### src/rtl/store_buffer.sv
// Write-posting store buffer for the MEM stage. Stores are queued and retired
// to D_Mem on cycles the port is not used by a load. Loads take the port
// first, and they stall only when a byte overlaps a buffered store. Load data
// is sign- or zero-extended for WB.
module store_buffer #(
  parameter int DEPTH  = 4,
  parameter int ADDR_W = 32,
  parameter int DATA_W = 32
) (
  input  logic              clk,
  input  logic              rst,
  input  logic              St_Valid,
  input  logic [ADDR_W-1:0] St_Addr,
  input  logic [DATA_W-1:0] St_Data,
  input  logic [2:0]        St_Funct3,
  input  logic              Ld_Valid,
  input  logic [ADDR_W-1:0] Ld_Addr,
  input  logic [2:0]        Ld_Funct3,
  output logic [DATA_W-1:0] Ld_Data,
  output logic              Stall,
  output logic              Sb_Empty,
  output logic              Mem_r,
  output logic              Mem_w,
  output logic [ADDR_W-1:0] Mem_Addr,
  output logic [DATA_W-1:0] Mem_W_Data,
  output logic [3:0]        Mem_W_Strb,
  input  logic [DATA_W-1:0] Mem_R_Data
);

  localparam int PTR_W = $clog2(DEPTH);
  localparam int CNT_W = PTR_W + 1;

  logic [ADDR_W-1:0] addr_q [DEPTH];
  logic [DATA_W-1:0] data_q [DEPTH];
  logic [3:0]        strb_q [DEPTH];
  logic [ADDR_W-1:0] addr_d [DEPTH];
  logic [DATA_W-1:0] data_d [DEPTH];
  logic [3:0]        strb_d [DEPTH];

  logic [PTR_W-1:0] head_q, head_d, tail_q, tail_d;
  logic [CNT_W-1:0] count_q, count_d;

  logic              ld_v, hazard, st_ok, full, push, pop;
  logic [ADDR_W:0]   ld_lo, ld_hi, lsz;
  logic [DATA_W-1:0] new_data;
  logic [3:0]        new_strb;

  // Load/store qualification and the hazard check. The check compares each
  // strobed byte of every valid entry against the load's byte range.
  always_comb begin
    logic [PTR_W-1:0] idx;
    logic [ADDR_W:0]  b;
    ld_v   = Ld_Valid & ~St_Valid & ~rst;
    st_ok  = St_Valid & ~rst & (St_Funct3 == 3'b000 || St_Funct3 == 3'b001 ||
                                St_Funct3 == 3'b010);
    full   = (count_q == CNT_W'(DEPTH));
    case (Ld_Funct3)
      3'b000, 3'b100: lsz = (ADDR_W+1)'(1);
      3'b001, 3'b101: lsz = (ADDR_W+1)'(2);
      3'b010:         lsz = (ADDR_W+1)'(4);
      default:        lsz = '0;
    endcase
    ld_lo  = {1'b0, Ld_Addr};
    ld_hi  = ld_lo + lsz;
    hazard = 1'b0;
    idx    = '0;
    b      = '0;
    for (int unsigned i = 0; i < DEPTH; i++) begin
      idx = head_q + PTR_W'(i);
      if (CNT_W'(i) < count_q) begin
        for (int unsigned k = 0; k < 4; k++) begin
          b = {1'b0, addr_q[idx]} + (ADDR_W+1)'(k);
          if (strb_q[idx][k] && b >= ld_lo && b < ld_hi) hazard = 1'b1;
        end
      end
    end
  end

  // Port arbitration: a hazard-free load is served first, then the head entry drains.
  always_comb begin
    Mem_r      = ld_v & ~hazard;
    pop        = ~rst & ~Mem_r & (count_q != '0);
    Mem_w      = pop;
    push       = st_ok & (~full | pop);
    Stall      = (ld_v & hazard) | (st_ok & full & ~pop);
    Sb_Empty   = (count_q == '0);
    Mem_Addr   = '0;
    Mem_W_Data = '0;
    Mem_W_Strb = '0;
    if (Mem_r) begin
      Mem_Addr = Ld_Addr;
    end else if (Mem_w) begin
      Mem_Addr   = addr_q[head_q];
      Mem_W_Data = data_q[head_q];
      Mem_W_Strb = strb_q[head_q];
    end
  end

  // Load result extension, zero when the port is not reading.
  always_comb begin
    Ld_Data = '0;
    if (Mem_r) begin
      case (Ld_Funct3)
        3'b000:  Ld_Data = {{(DATA_W-8){Mem_R_Data[7]}}, Mem_R_Data[7:0]};
        3'b001:  Ld_Data = {{(DATA_W-16){Mem_R_Data[15]}}, Mem_R_Data[15:0]};
        3'b010:  Ld_Data = Mem_R_Data;
        3'b100:  Ld_Data = {{(DATA_W-8){1'b0}}, Mem_R_Data[7:0]};
        3'b101:  Ld_Data = {{(DATA_W-16){1'b0}}, Mem_R_Data[15:0]};
        default: Ld_Data = '0;
      endcase
    end
  end

  // Entry build and next-state for pointers, count and storage.
  always_comb begin
    case (St_Funct3)
      3'b000:  begin new_strb = 4'b0001; new_data = DATA_W'(St_Data[7:0]);  end
      3'b001:  begin new_strb = 4'b0011; new_data = DATA_W'(St_Data[15:0]); end
      default: begin new_strb = 4'b1111; new_data = St_Data;                end
    endcase
    addr_d  = addr_q;
    data_d  = data_q;
    strb_d  = strb_q;
    head_d  = head_q + PTR_W'(pop);
    tail_d  = tail_q + PTR_W'(push);
    count_d = count_q + CNT_W'(push) - CNT_W'(pop);
    if (push) begin
      addr_d[tail_q] = St_Addr;
      data_d[tail_q] = new_data;
      strb_d[tail_q] = new_strb;
    end
  end

  // Pointer and count registers; reset discards all buffered stores.
  always_ff @(posedge clk) begin
    if (rst) begin
      head_q  <= '0;
      tail_q  <= '0;
      count_q <= '0;
    end else begin
      head_q  <= head_d;
      tail_q  <= tail_d;
      count_q <= count_d;
    end
  end

  // Entry storage; contents are meaningless unless counted valid.
  always_ff @(posedge clk) begin
    addr_q <= addr_d;
    data_q <= data_d;
    strb_q <= strb_d;
  end

endmodule

### config.mk
export PLATFORM = sky130hd
export DESIGN_NAME = store_buffer
export DESIGN_NICKNAME = d
export VERILOG_FILES = /design/src/rtl/store_buffer.sv
export SDC_FILE = /design/constraint.sdc
export NUM_CORES = 2
export LEC_CHECK = 0
export CAP_MARGIN = 40
export CORE_MARGIN = 2
export CORE_UTILIZATION = 24
export DETAILED_ROUTE_END_ITERATION = 12
export HOLD_SLACK_MARGIN = 0.05
export PLACE_DENSITY_LB_ADDON = 0.3
export SYNTH_ARGS = -nofsm -noshare
export SYNTH_HDL_FRONTEND = slang
export SYNTH_SLANG_ARGS = --single-unit
### constraint.sdc
create_clock -name clk -period 14.1 [get_ports clk]
set_input_delay 1.41 -clock clk [delete_from_list [all_inputs] [get_ports clk]]
set_output_delay 1.41 -clock clk [all_outputs]
set_load 0.005 [all_outputs]
== Word-level counts from Yosys, hierarchy flattened ==
Cells that the tools add are included.
Widths: inputs -> output; s select.

* Register bits: 279
* Output and inout port bits: 104
* Word-level logic and storage cells: 214
* Bits of input ports: 138

* Bitwise logic cells: 24
* $add $sub $neg: 20
* Order comparisons: 42
* Muxes and demuxes: 65
* Eq/ne operators: 7
* Reductions and logical operators: 41

{| class="wikitable"
|+ Operators with widths
! kind !! number
|-
| $mux 32 || 16
|-
| $ge 33x32->1 || 12
|-
| $lt 33x33->1 || 12
|-
| $bmux 32 s2 || 5
|-
| $add 32x2->33 const B || 8
|-
| $bwmux 128 || 2
|-
| $pmux 32 s5 || 1
|-
| $add 32x1->33 const B || 4
|-
| $lt 32x33->1 || 4
|-
| $ge 32x32->1 || 4
|-
| $demux 32 s2 || 1
|-
| $pmux 32 s2 || 1
|-
| $mux 4 || 11
|-
| $add 32x33->33 || 1
|-
| $logic_and 1x1->1 || 33
|-
| $bmux 4 s2 || 4
|-
| $mux 1 || 20
|-
| $bwmux 16 || 1
|-
| $ge 3x3->1 const B || 5
|-
| $not 2->3 || 5
|-
| $and 1x1->1 || 11
|-
| $eq 3x3->1 const B || 3
|-
| $logic_not 3->1 || 3
|-
| $pmux 3 s3 || 1
|-
| 17 further kinds || 31
|}

== Depth between registers and ports, before layout ==
* Depth in word-level cells: 36
* Gate-level depth with buffers: 40

== Least setup slack after synthesis ==
No wires, ideal clock.

* Kind: input to output
* From: in Ld_Funct3[1]
* To: out Mem_W_Strb[3]
* Data required time: 12.690 ns
* Arrival: 6.774 ns
* Cell stages on the path: 24
* Path slack: 5.916 ns
* Path through: clkbuf_1 -> buf_1 -> nor2b_1 -> ha_1 -> a21o_1 -> a21oi_1 -> nor4_1 -> and3_1 -> nand4_1 -> xnor2_1 -> ha_1 -> nor2b_1 -> o21ai_0 -> and4b_1 -> o211ai_1 -> a31o_2 -> a32o_1 -> o2111a_1 -> nand3_4 -> nor2_4 -> buf_12 -> buf_6 -> nor3_2 -> buf_4

* Cells in the longest elaborated chain, start to end: 33

{| class="wikitable"
|+ RTL lines
! element !! line !! RTL
|-
| start: declaration || 18 || <nowiki>input logic [2:0] Ld_Funct3,</nowiki>
|-
| $eq 3x3->1 (tied with other cells) || 57 || <nowiki>case (Ld_Funct3)</nowiki>
|-
| $reduce_or 2->1 || 57 ||
|-
| $pmux 3 s3 * || 57 ||
|-
| $add 32x33->33 * || 64 || <nowiki>ld_hi = ld_lo + lsz;</nowiki>
|-
| $lt 32x33->1 || 73 || <nowiki>if (strb_q[idx][k] && b >= ld_lo && b < ld_hi) hazard = 1'b1;</nowiki>
|-
| $logic_and 1x1->1 || 73 ||
|-
| $mux 1 (4 in a row) || 73 ||
|-
| $mux 1 || 70 || <nowiki>if (CNT_W'(i) < count_q) begin</nowiki>
|-
| (+14 left out) || n/a ||
|-
| $mux 1 * || 70 ||
|-
| $not 1->1 * || 81 || <nowiki>Mem_r = ld_v & ~hazard;</nowiki>
|-
| $and 1x1->1 * || 81 ||
|-
| named net Mem_r || 22 || <nowiki>output logic Mem_r,</nowiki>
|-
| $not 1->1 || 82 || <nowiki>pop = ~rst & ~Mem_r & (count_q != '0);</nowiki>
|-
| $and 1x1->1 (2 in a row) || 82 ||
|-
| $mux 4 || 92 || <nowiki>end else if (Mem_w) begin</nowiki>
|-
| $mux 4 * || 90 || <nowiki>if (Mem_r) begin</nowiki>
|-
| end: declaration || 26 || <nowiki>output logic [3:0] Mem_W_Strb,</nowiki>
|}

The timed path passes the listed nets; every way through them passes the cells marked *.

== Worst setup path in the final report ==
* From: reg head_q[1]
* To: out Mem_Addr[1]

* Cells in the longest elaborated chain, start to end: 34

{| class="wikitable"
|+ RTL lines
! element !! line !! RTL
|-
| start: declaration || 40 || <nowiki>logic [PTR_W-1:0] head_q, head_d, tail_q, tail_d;</nowiki>
|-
| start signal: assignment || 137 || <nowiki>head_q <= '0;</nowiki>
|-
| start signal: assignment || 141 || <nowiki>head_q <= head_d;</nowiki>
|-
| $not 2->3 (implied by the code) || 72, 73, 93 ||
|-
| $bmux 32 s2 || 72, 93 ||
|-
| $mux 32 (implied by the code) (2 in a row) || 72, 93 ||
|-
| $add 32x1->33 / $ge 32x32->1 (equally long branches) || 72, 73 ||
|-
| $ge 33x32->1 / $logic_and 1x1->1 (equally long branches) || 73 ||
|-
| $logic_and 1x1->1 || 73 ||
|-
| $logic_and 1x1->1 / $mux 1 (equally long branches) || 73 ||
|-
| $mux 1 (3 in a row) || 73 ||
|-
| (+11 left out) || n/a ||
|-
| $mux 1 (4 in a row) || 73 ||
|-
| $mux 1 || 70 ||
|-
| $not 1->1 || 81 ||
|-
| $and 1x1->1 || 81 ||
|-
| $not 1->1 || 82 ||
|-
| $and 1x1->1 (2 in a row) || 82 ||
|-
| $mux 32 || 92 ||
|-
| $mux 32 * || 90 ||
|-
| end: declaration || 24 || <nowiki>output logic [ADDR_W-1:0] Mem_Addr,</nowiki>
|}

Every way passes the cells marked *; elsewhere a longest branch is shown, timed or not. The select of a mux whose other input is x is not followed.

==> flow_summary.yaml <==
outcome:
  run_status: "finished, final reports clean"
critical_path:
  r2r_start: "head_q[1]$_SDFF_PP0_"
  crit_family: "simple AND/OR/NAND/NOR gates"
  crit_path_end_kind: "output pin"
  crit_path_cell_trace: "buf_4, buf_4, mux4_2, nand2_1, nor2_1, nand2_1, nor4_1, nand2_1, xnor2_1, ha_1, nand3_1, nor2_1, nand2_1, nor3_1, o2111ai_1, o2111a_1, a22oi_1, and4_4, nand3_4, nor2_4, buf_12, mux2_4, clkdlybuf4s50_1"
  critPathKind: "flop to output pin"
  r2r_slack_ps: 3980
  cp.required_ps: 12690
  crit_slowest_cell: "buf_4"
  crit_buf_inv: 4
  cp.arrival_ps: 10030
  r2r-end: "count_q[2]$_SDFF_PP0_"
  r2r_cells: 29
  crit_path_start_kind: "flop"
  cpPeakStageDelay_ps: 820
  cp_max_fo: 63
  crit_top_cell: "nand2_1"
global_routing:
  grt_first_pass_wirelength_mm: 283
  grt_pass1_vias: 38272
  grt_util_all_layers_pct: 21.1
  gr-total-overflow: 0
  grt_max_degree: 64
  antenna_found_initial: 10
clock_network:
  hold_buffers: 0
  cts_buffers: 29
  path_clk_slew_ps: 60
  cts_resized: 0
  cts_tree: "yes"
  cts.sinks: 271
  htreeDepth: 1
  clockRootBuffer: "clkbuf_16"
  post-cts-setup-buffers: 0
  max-clock-path-buffers: 3
  clk_latency_ps: 570
yosys:
  synth_edf_count: 264
  yosys_warnings: 0
  synthArstFlopShare_pct: 0
  synth_cells: 4550
  yosysSeqAreaShare_pct: 18.6
  synth-seq-cells: 271
  ys.flop_type: "edfxtp_1"
  syn-num-nets: 5725
  synthDistinctLibCells: 100
  avgSynthCellArea_um2: 9.53
  syn_area_um2: 43400
die:
  initial_core_util_pct: 24.2
  die_w_um: 429
  ios: 242
  core_um2: 179000
  die_area_um2: 184000
  die_y_um: 429
  core.rowCount: 155
pwr:
  irDropWorstVdd_mv: 0.128
  p_int_mw: 3.42
  switching_share_pct: 51.3
  combPwrFrac_pct: 75.5
  p_clk_share_pct: 11.2
  p_switching_mw: 3.60
  p_leak_nw: 20.5
  power.share.sequential_pct: 13.3
  pwr_density_cell_nw_per_um2: 140
detailed_routing:
  ant_nets: 0
  drc: 0
  wirelength_met1_mm: 84.3
  dr.pass1.iters: 6
  met3_length_mm: 12.9
  top_layer: "met5"
  vias_per_cell: 5.44
  wl_mm: 201
  vias: 39049
  wl_per_cell_um: 28.0
  met2_wirelength_mm: 91.2
  drt_iter0_markers: 3222
sta:
  slew_headroom_pct: 32.5
  fin_skew_ps: 18.5
  period_needed_ps: 11440
  max_freq_ghz: 0.0874
  grt_setup_unrepaired: "no"
  tightestPinTransition_ps: 1010
  final_max_slew_viol_count: 0
  fin_setup_tns_ps: 0
  setup_violations: 0
  hold_violations: 0
  fin_crit_sh_pct: 81.2
final_layout:
  mostFrequentLayoutCells: "1,035 x ha_1, 435 x nand2_1, 313 x a21oi_1, 273 x xnor2_1, 271 x nor2_1"
  seq_area_um2: 8080
  fillers: 18782
  layout_commonest_cell: "ha_1"
  layout-drive-gt1-share_pct: 9.23
  area_growth_pct: 15.4
  multi_input_area_um2: 34100
  final_area_um2: 50000
  final_nets: 5972
worst_hold_path:
  holdCritPathClass: "flop to flop"
  min_to: "tail_q[1]$_SDFF_PP0_"
  min_path_cells: 2
  hp-start: "tail_q[1]$_SDFF_PP0_"
place:
  post_dp_cell_area_um2: 49000
  gp_congestion: 0.986
  place_hpwl_mm: 161
  port-buffer-count: 241
flow_run:
  max_cap_viol_count: 0
-- cell families (layout without fill, tap and decap cells) --
family / Yosys count / in the layout / share of synthesized area [%]
other: 0 / 1 / 0
multiplexers: 215 / 215 / 9.16
XOR/XNOR: 391 / 391 / 7.90
AO/OA/AOI/OAI: 936 / 936 / 13.9
adder cells (fa/ha/maj): 1038 / 1038 / 30.0
flip-flops: 271 / 271 / 18.6
buffers and inverters: 277 / 546 / 3.60
AND/OR/NAND/NOR: 1422 / 1422 / 16.8
-- cell type report --
class / instances / area share [%]
Multi-Input combinational cell: 4002 / 68.1
Sequential cell: 271 / 16.1
Timing Repair Buffer: 371 / 7.00
Tap cell: 2355 / 5.89
Clock buffer: 35 / 1.50
Inverter: 122 / 0.915
Clock inverter: 18 / 0.458
Antenna cell: 1 / 0.00500
-- stage by stage --
| stage | utilization, % | cells | power, mW | worst slack (ps) | hold slack [ps] |
|---|---|---|---|---|---|
| floorplan | - | 4550 | 4.42 | 5920 | 540 |
| global placement | 27.3 | 7101 | 6.05 | 2740 | 591 |
| detailed placement | 27.4 | 7121 | 6.15 | 3070 | 598 |
| CTS | 27.9 | 7174 | 6.97 | 2710 | 609 |
| global route | 27.9 | 7174 | 7.55 | 2290 | 622 |
| finish | 27.9 | 7175 | 7.02 | 2660 | 607 |
-- sequential cells by signal, summed over array words and instances (netlist names) --
register,cells
addr_q,128
data_q,128
strb_q,8
count_q,3
head_q,2
tail_q,2
-- cell usage after synthesis (12+ instances only) --
cell | instances | area [µm²]
nor3b_2 | 25 | 313
a31oi_1 | 21 | 131
nand4_1 | 189 | 1180
a211oi_1 | 43 | 323
buf_2 | 53 | 265
o21a_1 | 16 | 120
nand2_1 | 435 | 1630
xnor2_1 | 303 | 2650
ha_1 | 1035 | 12900
mux2i_1 | 56 | 561
or2_2 | 15 | 93.8
and2_1 | 15 | 93.8
buf_6 | 22 | 248
nor2b_1 | 70 | 438
buf_4 | 20 | 150
nand3_1 | 106 | 531
a2111oi_0 | 20 | 175
mux4_2 | 136 | 3060
or3_1 | 18 | 113
inv_1 | 119 | 447
edfxtp_1 | 264 | 7930
and4_1 | 24 | 210
a21o_1 | 223 | 1670
mux2_2 | 12 | 135
and3_1 | 62 | 388
a21oi_1 | 314 | 1570
a221oi_1 | 15 | 131
nand2b_1 | 23 | 144
nor2_1 | 273 | 1020
o2111ai_1 | 12 | 105
o21ai_0 | 136 | 681
clkbuf_1 | 40 | 150
xor2_1 | 88 | 771
nor3_1 | 87 | 435
nor4_1 | 30 | 188
o211ai_1 | 29 | 218
-- per-layer routing --
layer / vias up / GRT usage, %
met5: - / 0
met4: 14 / 10.9
met3: 346 / 2.89
met2: 1481 / 34.7
met1: 19282 / 26.9
li1: 17926 / -
-- worst register-to-register path: cells and delay by family, from the launching register on --
| kind | cells | cell delay [ps] |
|---|---|---|
| AO/OA/AOI/OAI | 3 | 950 |
| adder cells (fa/ha/maj) | 4 | 1200 |
| AND/OR/NAND/NOR | 14 | 3880 |
| flip-flops | 1 | 790 |
| XOR/XNOR | 2 | 410 |
| multiplexers | 1 | 650 |
| buffers and inverters | 5 | 2100 |
-- power by group through the flow --
stage	registers [mW]	logic [mW]	clock network [mW]
floorplan	0.923	3.50	0
global placement	0.954	5.10	0
detailed placement	0.955	5.20	0
CTS	0.938	5.23	0.802
global route	0.942	5.78	0.831
finish	0.937	5.30	0.785
-- how the worst max path moves through the flow --
| stage | slack [ps] | start | end | cells past startpoint |
|---|---|---|---|---|
| 2_1_floorplan | 5920 | Ld_Funct3[1] | Mem_W_Strb[3] | 24 |
| 3_3_place_gp | 2740 | Ld_Funct3[0] | Mem_Addr[1] | 24 |
| 3_5_place_dp | 3070 | Ld_Funct3[0] | Mem_Addr[1] | 25 |
| 4_1_cts | 2710 | head_q[1]$_SDFF_PP0_ | Mem_Addr[13] | 23 |
| 5_1_grt | 2290 | head_q[1]$_SDFF_PP0_ | Mem_Addr[13] | 23 |
| 6_report | 2660 | head_q[1]$_SDFF_PP0_ | Mem_Addr[1] | 23 |
No activity file was read; power rests on OpenSTA's default activity.
